===== src/rtl/controlador_carga.sv =====
// Load-unit controller: one word-aligned read per request with a req/ack handshake,
// then byte/half lane trim and extension. Optional MISALIGN_TRAP_EN traps misaligned loads.
module controlador_carga #(
    parameter int unsigned TIMEOUT_CYCLES = 255
) (
    input  logic        clk,
    input  logic        rst,
    input  logic        ld_valid,
    input  logic [31:0] ld_addr,
    input  logic [1:0]  ld_width,
    input  logic        ld_unsigned,
    output logic        ld_ready,
    output logic        busy,
    output logic        mem_req,
    output logic [31:0] mem_addr,
    input  logic        mem_ack,
    input  logic [31:0] mem_rdata,
    output logic        wb_valid,
    output logic [31:0] wb_data,
    output logic        err,
    output logic        err_misalign
);

    typedef enum logic [1:0] {StIdle, StReq, StResp, StErr} state_e;

    state_e      state_q, state_d;
    logic [1:0]  lane_q, lane_d;
    logic [1:0]  width_q, width_d;
    logic        uns_q, uns_d;
    logic        mis_q, mis_d;
    logic [31:0] addr_q, addr_d;
    logic [31:0] wb_data_q, wb_data_d;
    logic [15:0] cnt_q, cnt_d;

    logic        misaligned;
    logic        expired;
    logic [7:0]  byte_sel;
    logic [15:0] half_sel;
    logic [31:0] fmt_data;

    always_comb begin
        misaligned = 1'b0;
`ifdef MISALIGN_TRAP_EN
        unique case (ld_width)
            2'b00:   misaligned = 1'b0;
            2'b01:   misaligned = ld_addr[0];
            default: misaligned = |ld_addr[1:0];
        endcase
`endif
    end

    // Expires on the cycle the counter would reach TIMEOUT_CYCLES.
    assign expired = ({1'b0, cnt_q} + 17'd1) >= 17'(TIMEOUT_CYCLES);

    always_comb begin
        byte_sel = 8'h00;
        unique case (lane_q)
            2'd0: byte_sel = mem_rdata[7:0];
            2'd1: byte_sel = mem_rdata[15:8];
            2'd2: byte_sel = mem_rdata[23:16];
            2'd3: byte_sel = mem_rdata[31:24];
        endcase
        half_sel = lane_q[1] ? mem_rdata[31:16] : mem_rdata[15:0];
        fmt_data = mem_rdata;
        unique case (width_q)
            2'b00:   fmt_data = {{24{byte_sel[7] & ~uns_q}}, byte_sel};
            2'b01:   fmt_data = {{16{half_sel[15] & ~uns_q}}, half_sel};
            default: fmt_data = mem_rdata;
        endcase
    end

    always_comb begin
        state_d   = state_q;
        lane_d    = lane_q;
        width_d   = width_q;
        uns_d     = uns_q;
        mis_d     = mis_q;
        addr_d    = addr_q;
        wb_data_d = wb_data_q;
        cnt_d     = cnt_q;
        unique case (state_q)
            StIdle: begin
                if (ld_valid) begin
                    lane_d  = ld_addr[1:0];
                    width_d = ld_width;
                    uns_d   = ld_unsigned;
                    mis_d   = misaligned;
                    addr_d  = {ld_addr[31:2], 2'b00};
                    cnt_d   = 16'd0;
                    state_d = misaligned ? StErr : StReq;
                end
            end
            StReq: begin
                cnt_d = cnt_q + 16'd1;
                // An ack in the expiry cycle still completes the access.
                if (mem_ack) begin
                    wb_data_d = fmt_data;
                    state_d   = StResp;
                end else if (expired) begin
                    state_d = StErr;
                end
            end
            StResp:  state_d = StIdle;
            StErr:   state_d = StIdle;
            default: state_d = StIdle;
        endcase
    end

    always_ff @(posedge clk) begin
        if (rst) begin
            state_q   <= StIdle;
            lane_q    <= 2'b00;
            width_q   <= 2'b00;
            uns_q     <= 1'b0;
            mis_q     <= 1'b0;
            addr_q    <= 32'h0;
            wb_data_q <= 32'h0;
            cnt_q     <= 16'd0;
        end else begin
            state_q   <= state_d;
            lane_q    <= lane_d;
            width_q   <= width_d;
            uns_q     <= uns_d;
            mis_q     <= mis_d;
            addr_q    <= addr_d;
            wb_data_q <= wb_data_d;
            cnt_q     <= cnt_d;
        end
    end

    assign ld_ready     = (state_q == StIdle);
    assign busy         = (state_q != StIdle);
    assign mem_req      = (state_q == StReq);
    assign mem_addr     = addr_q;
    assign wb_valid     = (state_q == StResp);
    assign wb_data      = wb_data_q;
    assign err          = (state_q == StErr);
    assign err_misalign = (state_q == StErr) & mis_q;

endmodule


===== config.mk =====
export PLATFORM = sky130hd
export DESIGN_NAME = controlador_carga
export DESIGN_NICKNAME = d
export VERILOG_FILES = /design/src/rtl/controlador_carga.sv
export SDC_FILE = /design/constraint.sdc
export NUM_CORES = 1
export LEC_CHECK = 0
export ABC_AREA = 1
export CORE_MARGIN = 2
export CORE_UTILIZATION = 40
export CTS_BUF_LIST = sky130_fd_sc_hd__clkbuf_4
export CTS_CLUSTER_DIAMETER = 120
export DETAILED_ROUTE_END_ITERATION = 7
export PLACE_DENSITY_LB_ADDON = 0.25
export SLEW_MARGIN = 20
export SYNTH_ARGS = -nofsm -noshare
export SYNTH_HDL_FRONTEND = slang
export SYNTH_SLANG_ARGS = --single-unit
export TNS_END_PERCENT = 30

===== constraint.sdc =====
create_clock -name clk -period 2.3 [get_ports clk]
set_clock_uncertainty 0.15 [all_clocks]
set_input_delay 0.575 -clock clk [delete_from_list [all_inputs] [get_ports clk]]
set_output_delay 0.575 -clock clk [all_outputs]
set_load 0.02 [all_outputs]

Word-level counts from Yosys, hierarchy flattened. Cells that the tools add are included.

Word-level logic and storage cells: 41. Output and inout bits: 70. Bits in registers: 85. Input port bits: 71.

$lt $le $gt $ge: 1. Equality and inequality tests: 9. $add $sub $neg: 2. Bitwise logic cells: 3. Reductions and logical operators: 10. Mux-type cells: 9.

Operator list (number): $pmux W32 S2 (1); $mux W16 (2); $pmux W16 S2 (1); $pmux W8 S4 (1); $add A16 B1 Y17 const B (1); $ge A17 B8 Y1 const B (1); $add A16 B1 Y16 const B (1); $eq A2 B2 Y1 const B (4); $reduce_and A2 Y1 (4); $eq A2 B1 Y1 const B (3); $logic_not A2 Y1 (3); $mux W2 (3); $pmux W2 S3 (1); $reduce_bool A2 Y1 (2); $ne A3 B1 Y1 const B (1); $and A1 B1 Y1 (2); $ne A2 B2 Y1 const B (1); $reduce_or A2 Y1 (1); $not A1 Y1 (1).

Longest topological paths before layout. Gate-level depths: netlist (run 1).

Depth after elaboration: 5. Depth in mapped cells: 12. Depth with buffers taken out: 12.

Least setup slack after synthesis (run 1). No wires, ideal clock.

Kind: register to output. Start point: register state_q[0]. End point: output port mem_req. Path buffers: 1. Cell stages (with the launch flop): 4. Data arrival time: 1006 ps. Setup slack: 569 ps. Required time: 1575 ps. Path through: dfxtp_1 -> inv_2 -> nor2_4 -> clkbuf_1.

Cells in the longest elaborated chain, start to end: 1.

Ends and longest elaborated chain: from (decl) (RTL line 26) `state_e state_q, state_d;`; from (signal assigned) (RTL line 111) `state_q <= StIdle;`; from (signal assigned) (RTL line 120) `state_q <= state_d;`; $eq A2 B1 Y1 (RTL line 133) `assign mem_req = (state_q == StReq);`; to (decl) (RTL line 14) `output logic mem_req,`.

No other way between the ends.

Final worst setup path (run 1).
Start point: register wb_data_q[15], in the netlist wb_data[15]. End point: output port wb_data[15].

RTL lines: from (decl) (RTL line 32) `logic [31:0] wb_data_q, wb_data_d;`; from (signal assigned) (RTL line 126) `wb_data_q <= wb_data_d;`; to (decl) (RTL line 19) `output logic [31:0] wb_data,`.

No word-level cell between the ends.

==> run summary, run 1 <==
Initial core utilization -> 41.30%
Share of cells above drive strength 1 -> 5.915%
Post-synthesis sequential area ratio -> 41.96%
Gr usage total -> 20.91%
CTS tree -> built
Critical Path RT -> 1570 ps
Area Overhead vs Synth -> 39.43%
Setup violations, final -> 0
Routability cong. -> 0.8917
Post-CTS sizing -> 5
Synthesized flop and latch total -> 85
H-tree level count -> 3
RSZ-0062 raised after global routing -> false
Initial antenna violation count -> 0
Sequential power share -> 46.8%
Hold/Removal Path Class -> reg2reg
DRT iter0 DRCs -> 266
LEAKAGE -> 0.002220 uW
Yosys warning count -> 0
Int Pwr -> 2374 uW
Final Cell Area -> 5654 sq um
Buffers on Ports -> 137
Crit end category -> primary output
Max Clk Rate -> 465.8 MHz
FP Rows -> 36
Maxcap violations -> 0
Synthesized cell area -> 4055 sq um
Delay-heaviest family, CP -> buffers and inverters
Main synth FF type -> dfxtp_1
Async SR Flop Fraction -> 0%
Sw Pwr -> 1180 uW
Post-CTS setup buffer count -> 0
Die height -> 104.7 um
Fin. max-slew vios -> 0
Combinational share of power -> 28.6%
Wirelength, routed -> 11,560 um
Number of diodes -> 0
CP Buf/Inv Count -> 1
Run status -> finished, violations left
Largest stage delay, worst path -> 620 ps
Area post-placement -> 5513 sq um
Clock buffer depth -> 2
DP Wirelength -> 8575 um
Hold WS -> 324.0 ps
Nets -> 778
Tot Pwr -> 3554 uW
I/O Pins -> 141
Congestion Overflow GR -> 0
Final Critical Period -> 2147 ps
Total CTS buffers -> 9
Clock root buffer -> clkbuf_4
Critical path class -> reg2out
Die ar. -> 10,960 sq um
Net Sw Frac -> 33.19%
Peak supply drop -> 0.0003180 V
# hold bufs at CTS -> 0
Avg Inst Size Synth -> 7.016 sq um
DR pass1 iterations -> 8
Largest net degree at the start of global routing -> 55
Routed Antenna Nets -> 0
Clock share of power -> 24.6%
EDFF count, synth -> 0
Wire per inst -> 13.71 um
Slowest stage cell on the critical path -> clkdlybuf4s50_1
CP Max Fanout -> 2
Reg clk slew, reported paths -> 140 ps
Yosys cell types -> 35
Fin crit share -> 93.35%
Commonest non-fill, non-tap cell in the layout -> clkdlybuf4s50_1
Core area -> 9819 sq um
Hold Fails Final Rpt -> 0
Vias in the first global route -> 4,011
PD cells -> 628.5 nW/um^2
Sink Count -> 85
Syn Inst Count -> 578
Violated checks -> DRC
Later-pin clock latency in the skew report -> 410 ps
Commonest cells after routing, fill and taps aside -> 132 x clkdlybuf4s50_1, 101 x nor2_1, 97 x nand2_1
Setup TNS -> 0 ps
Drt drc -> 2
Worst-path cell chain -> clkdlybuf4s50_1
Die X -> 104.7 um
Worst setup SP type -> flop
CP Data Arrival Time -> 1420 ps
First-pass GRT wire length -> 19,060 um
Vias/cell -> 4.985
Vias -> 4,202
==> path summary, 6_finish.rpt <==
check	startpoint	to	slack [ps]	cells after the start
setup / recovery	wb_data[15]$_SDFFE_PP0P_	wb_data[15]	150	1
hold / removal	cnt_q[14]$_SDFFE_PP0P_	cnt_q[14]$_SDFFE_PP0P_	320	2
setup reg to reg	cnt_q[1]$_SDFFE_PP0P_	state_q[1]$_SDFFE_PP0P_	300	12
hold reg to reg	cnt_q[14]$_SDFFE_PP0P_	cnt_q[14]$_SDFFE_PP0P_	320	2
==> synthesized netlist by cell type, drive strengths merged (3+ instances only) <==
cell / number / share of area (%)
clkbuf: 16 / 1.5
o211ai: 6 / 1.1
a31oi: 7 / 1.1
dfxtp: 85 / 42
nand3: 19 / 2.5
o22ai: 13 / 2.0
buf: 17 / 3.3
nand4: 3 / 0.46
a21oi: 39 / 4.8
o21bai: 17 / 3.1
inv: 54 / 5.0
xor2: 3 / 0.65
o21ai: 80 / 9.9
nor2: 107 / 11
nand2: 98 / 9.1
==> per-layer routing <==
layer	vias up	GRT usage [%]	routed length [um]
li1	2141	-	-
met1	1902	26.14	5180
met2	142	35.43	5426
met3	17	5.053	770
met4	0	6.762	184
met5	-	0	0
==> worst min-delay path: cells and delay by family (launching register included) <==
| family | cells | cell delay (ps) |
|---|---|---|
| compound gates | 1 | 50 |
| flops | 1 | 330 |
| simple gates | 1 | 60 |
==> registers in the layout, indices dropped and copies added (netlist names) <==
register / flops
state_q: 2
width_q: 2
mem_addr: 30
wb_data: 32
lane_q: 2
cnt_q: 16
uns_q: 1
==> power groups by stage <==
stage                     clock network, uW  logic [uW]  registers (uW)
after floorplan                           0         454            1810
after global placement                    0        1010            1690
after detailed placement                  0        1020            1700
after CTS                               894        1020            1670
after global routing                    956        1110            1680
final                                   875        1010            1660
==> cell type report <==
cell class	count	area, sq um
clock buffer	9	67.56
clock inverter	7	75.07
fill	948	4165
inverter	54	202.7
multi-input combinational	408	1971
sequential	85	1703
tap	133	166.4
timing repair buffer	147	1469
==> cells by family (layout without fill, tap and decap cells) <==
logic type                 Yosys count  count (layout)  share of synthesized area [%]
buffers and inverters               87             217                          9.750
xor gates and xnor gates             4               4                         0.8641
adders and majority gates            2               2                         0.6170
other                                1               3                        0.09248
DFF                                 85              85                          41.96
and+or+nand+nor                    232             232                          23.51
AOI/OAI and AO/OA                  167             167                          23.20
==> through the flow <==
stage / setup WS (ps) / util (%) / std cells
finish: 153.0 / 57.58 / 843
global route: 83.76 / 57.58 / 843
CTS: 6.818 / 57.56 / 843
detailed placement: 85.33 / 56.14 / 827
global placement: 160.6 / 56.14 / 827
floorplan: 569.4 / - / 580
Power figures use the tool's default switching activity.
==> run 2, diff against run 1 <==
--- a/config.mk
+++ b/config.mk
@@ -7,4 +7,5 @@
 export LEC_CHECK = 0
 export ABC_AREA = 1
+export CAP_MARGIN = 0
 export CORE_MARGIN = 2
 export CORE_UTILIZATION = 40
@@ -13,5 +14,4 @@
 export DETAILED_ROUTE_END_ITERATION = 7
 export PLACE_DENSITY_LB_ADDON = 0.25
-export SLEW_MARGIN = 20
 export SYNTH_ARGS = -nofsm -noshare
 export SYNTH_HDL_FRONTEND = slang
==> constraint.sdc (replaced) <==
create_clock -name clk -period 2.3 [get_ports clk]
set_clock_uncertainty 0.15 [all_clocks]
set_input_delay 0.345 -clock clk [delete_from_list [all_inputs] [get_ports clk]]
set_output_delay 0.345 -clock clk [all_outputs]
set_load 0.02 [all_outputs]
==> run summary, run 2 (synthesis results as in run 1) <==
Routed Antenna Nets -> 0 (unchanged)
RR Startpoint -> cnt_q[1]$_SDFFE_PP0P_
Area Overhead vs Synth -> 40.33%
Final Util -> 57.95% (+0.37 points)
Vias in the first global route -> 3,991 (-0.50%)
Maxcap violations -> 0 (unchanged)
Register-to-register setup slack -> 340 ps (+40 ps)
Setup TNS -> 0 ps (unchanged)
RSZ-0062 raised after global routing -> false
First-pass GRT wire length -> 19,290 um (+1.2%)
Min-delay src -> wb_data[5]$_SDFFE_PP0P_
Terminus of the critical flop-to-flop path -> state_q[1]$_SDFFE_PP0P_
Hold/Removal Path Class -> reg2reg
Final worst slack -> 118.4 ps (-34.68 ps)
DP Wirelength -> 8715 um (+1.6%)
Congestion Overflow GR -> 0 (unchanged)
Vias/cell -> 5.019 (+0.69%)
Run status -> completed
DRT iter0 DRCs -> 240 (-9.8%)
Critical path class -> reg2out
Sink Count -> 85 (unchanged)
Largest register FFs -> 32 (unchanged)
Nets -> 779 (+0.13%)
Wirelength, routed -> 11,730 um (+1.5%)
DR pass1 iterations -> 5 (-3)
LEAKAGE -> 0.002242 uW (+1.0%)
CTS tree -> built
Initial antenna violation count -> 0 (unchanged)
Later-pin clock latency in the skew report -> 430 ps (+20 ps)
Commonest non-fill, non-tap cell in the layout -> clkdlybuf4s50_1
I/O Pins -> 141 (unchanged)
Largest net degree at the start of global routing -> 53 (-3.6%)
H-tree level count -> 3 (unchanged)
Critical Path RT -> 1800 ps (+230 ps)
FP Rows -> 36 (unchanged)
Hold endpoint -> wb_data[5]$_SDFFE_PP0P_
Die ar. -> 10,960 sq um (unchanged)
Worst-case reg-to-reg path depth -> 12 (unchanged)
Setup violations, final -> 0 (unchanged)
Total CTS buffers -> 9 (unchanged)
Die X -> 104.7 um (unchanged)
Hold Fails Final Rpt -> 0 (unchanged)
CP Max Fanout -> 4 (+2)
CP Data Arrival Time -> 1690 ps (+270 ps)
Share of cells above drive strength 1 -> 5.907% (-0.0083 points)
Core area -> 9819 sq um (unchanged)
Pre-CTS setup slack -> 302.8 ps (+217.5 ps)
Final Critical Period -> 2182 ps (+34.68 ps)
Reg clk slew, reported paths -> 130 ps (about the same)
Number of diodes -> 0 (unchanged)
Vias -> 4,236 (+0.81%)
Wire per inst -> 13.90 um (+1.3%)
Clock buffer depth -> 2 (unchanged)
Worst setup SP type -> flop
Commonest cells after routing, fill and taps aside -> 135 x clkdlybuf4s50_1, 101 x nor2_1, 97 x nand2_1
PD cells -> 646.2 nW/um^2 (+2.8%)
Buffers on Ports -> 137 (unchanged)
Post-CTS setup buffer count -> 0 (unchanged)
Routability cong. -> 0.8874 (-0.48%)
Max Clk Rate -> 458.4 MHz (-1.6%)
Clock root buffer -> clkbuf_4
Initial core utilization -> 41.30% (unchanged)
Drt drc -> 0 (-2)
Die height -> 104.7 um (unchanged)
Fin crit share -> 94.85% (+1.5 points)
Depth of the worst hold-timing path -> 2 (unchanged)
Gr usage total -> 21.34% (+0.43 points)
Fin. max-slew vios -> 0 (unchanged)
Peak supply drop -> 0.0003430 V (+7.9%)
Crit end category -> primary output
run 2: area by class of cell:
| class | instances | area, sq um |
|---|---|---|
| Sequential cell | 85 | 1702 |
| Tap cell | 133 | 166.4 |
| Clock buffer | 9 | 67.56 |
| Inverter | 54 | 202.7 |
| Timing Repair Buffer | 148 | 1484 |
| Multi-Input combinational cell | 408 | 1971 |
| Fill cell | 953 | 4129 |
| Clock inverter | 7 | 97.59 |
run 2: report_power, final:
part           total [uW]  leakage (uW)  switching, uW  internal [uW]
clock network         988     0.0000846            541            447
logic                1030       0.00146            570            456
registers            1660      0.000697           71.8           1590
run 2: critical path, stage by stage (launching register included):
cell and delay [ps]:
dfxtp_1 450, nor2_1 100, inv_1 90, clkdlybuf4s50_1 620
run 2: worst max path at each step:
stage / cells past startpoint / slack (ps) / end / startpoint
after global placement: 8 / 390 / wb_data[17]$_SDFFE_PP0P_ / mem_rdata[31]
after floorplan: 12 / 640 / state_q[1]$_SDFFE_PP0P_ / cnt_q[1]$_SDFFE_PP0P_
final: 3 / 120 / busy / state_q[1]$_SDFFE_PP0P_
after detailed placement: 8 / 300 / wb_data[23]$_SDFFE_PP0P_ / mem_rdata[31]
after global routing: 3 / 20 / busy / state_q[1]$_SDFFE_PP0P_
after CTS: 3 / 40 / mem_req / state_q[0]$_SDFFE_PP0P_
run 2: through the flow:
stage / cell area [sq um] / std cells / power, uW / hold slack, ps
2_1_floorplan: 4063 / 580 / 2260 / 264.1
3_3_place_gp: 5520 / 828 / 2702 / 306.7
3_5_place_dp: 5520 / 828 / 2717 / 311.6
4_1_cts: 5685 / 844 / 3698 / 331.7
5_1_grt: 5690 / 844 / 3859 / 342.0
6_report: 5690 / 844 / 3677 / 327.9
run 2: repair_timing:
| item | CTS | global route |
|---|---|---|
| hold buffers | 0 | 0 |
| setup endpoints to repair | 0 | 2 |
| resized for setup | 0 | 2 |
run 2: routing by layer:
| metal | vias up | routed length, um | GRT usage (%) |
|---|---|---|---|
| li1 | 2145 | - | - |
| met1 | 1916 | 5112 | 26.85 |
| met2 | 155 | 5555 | 35.25 |
| met3 | 20 | 858 | 6.301 |
| met4 | 0 | 202 | 6.571 |
| met5 | - | 0 | 0 |
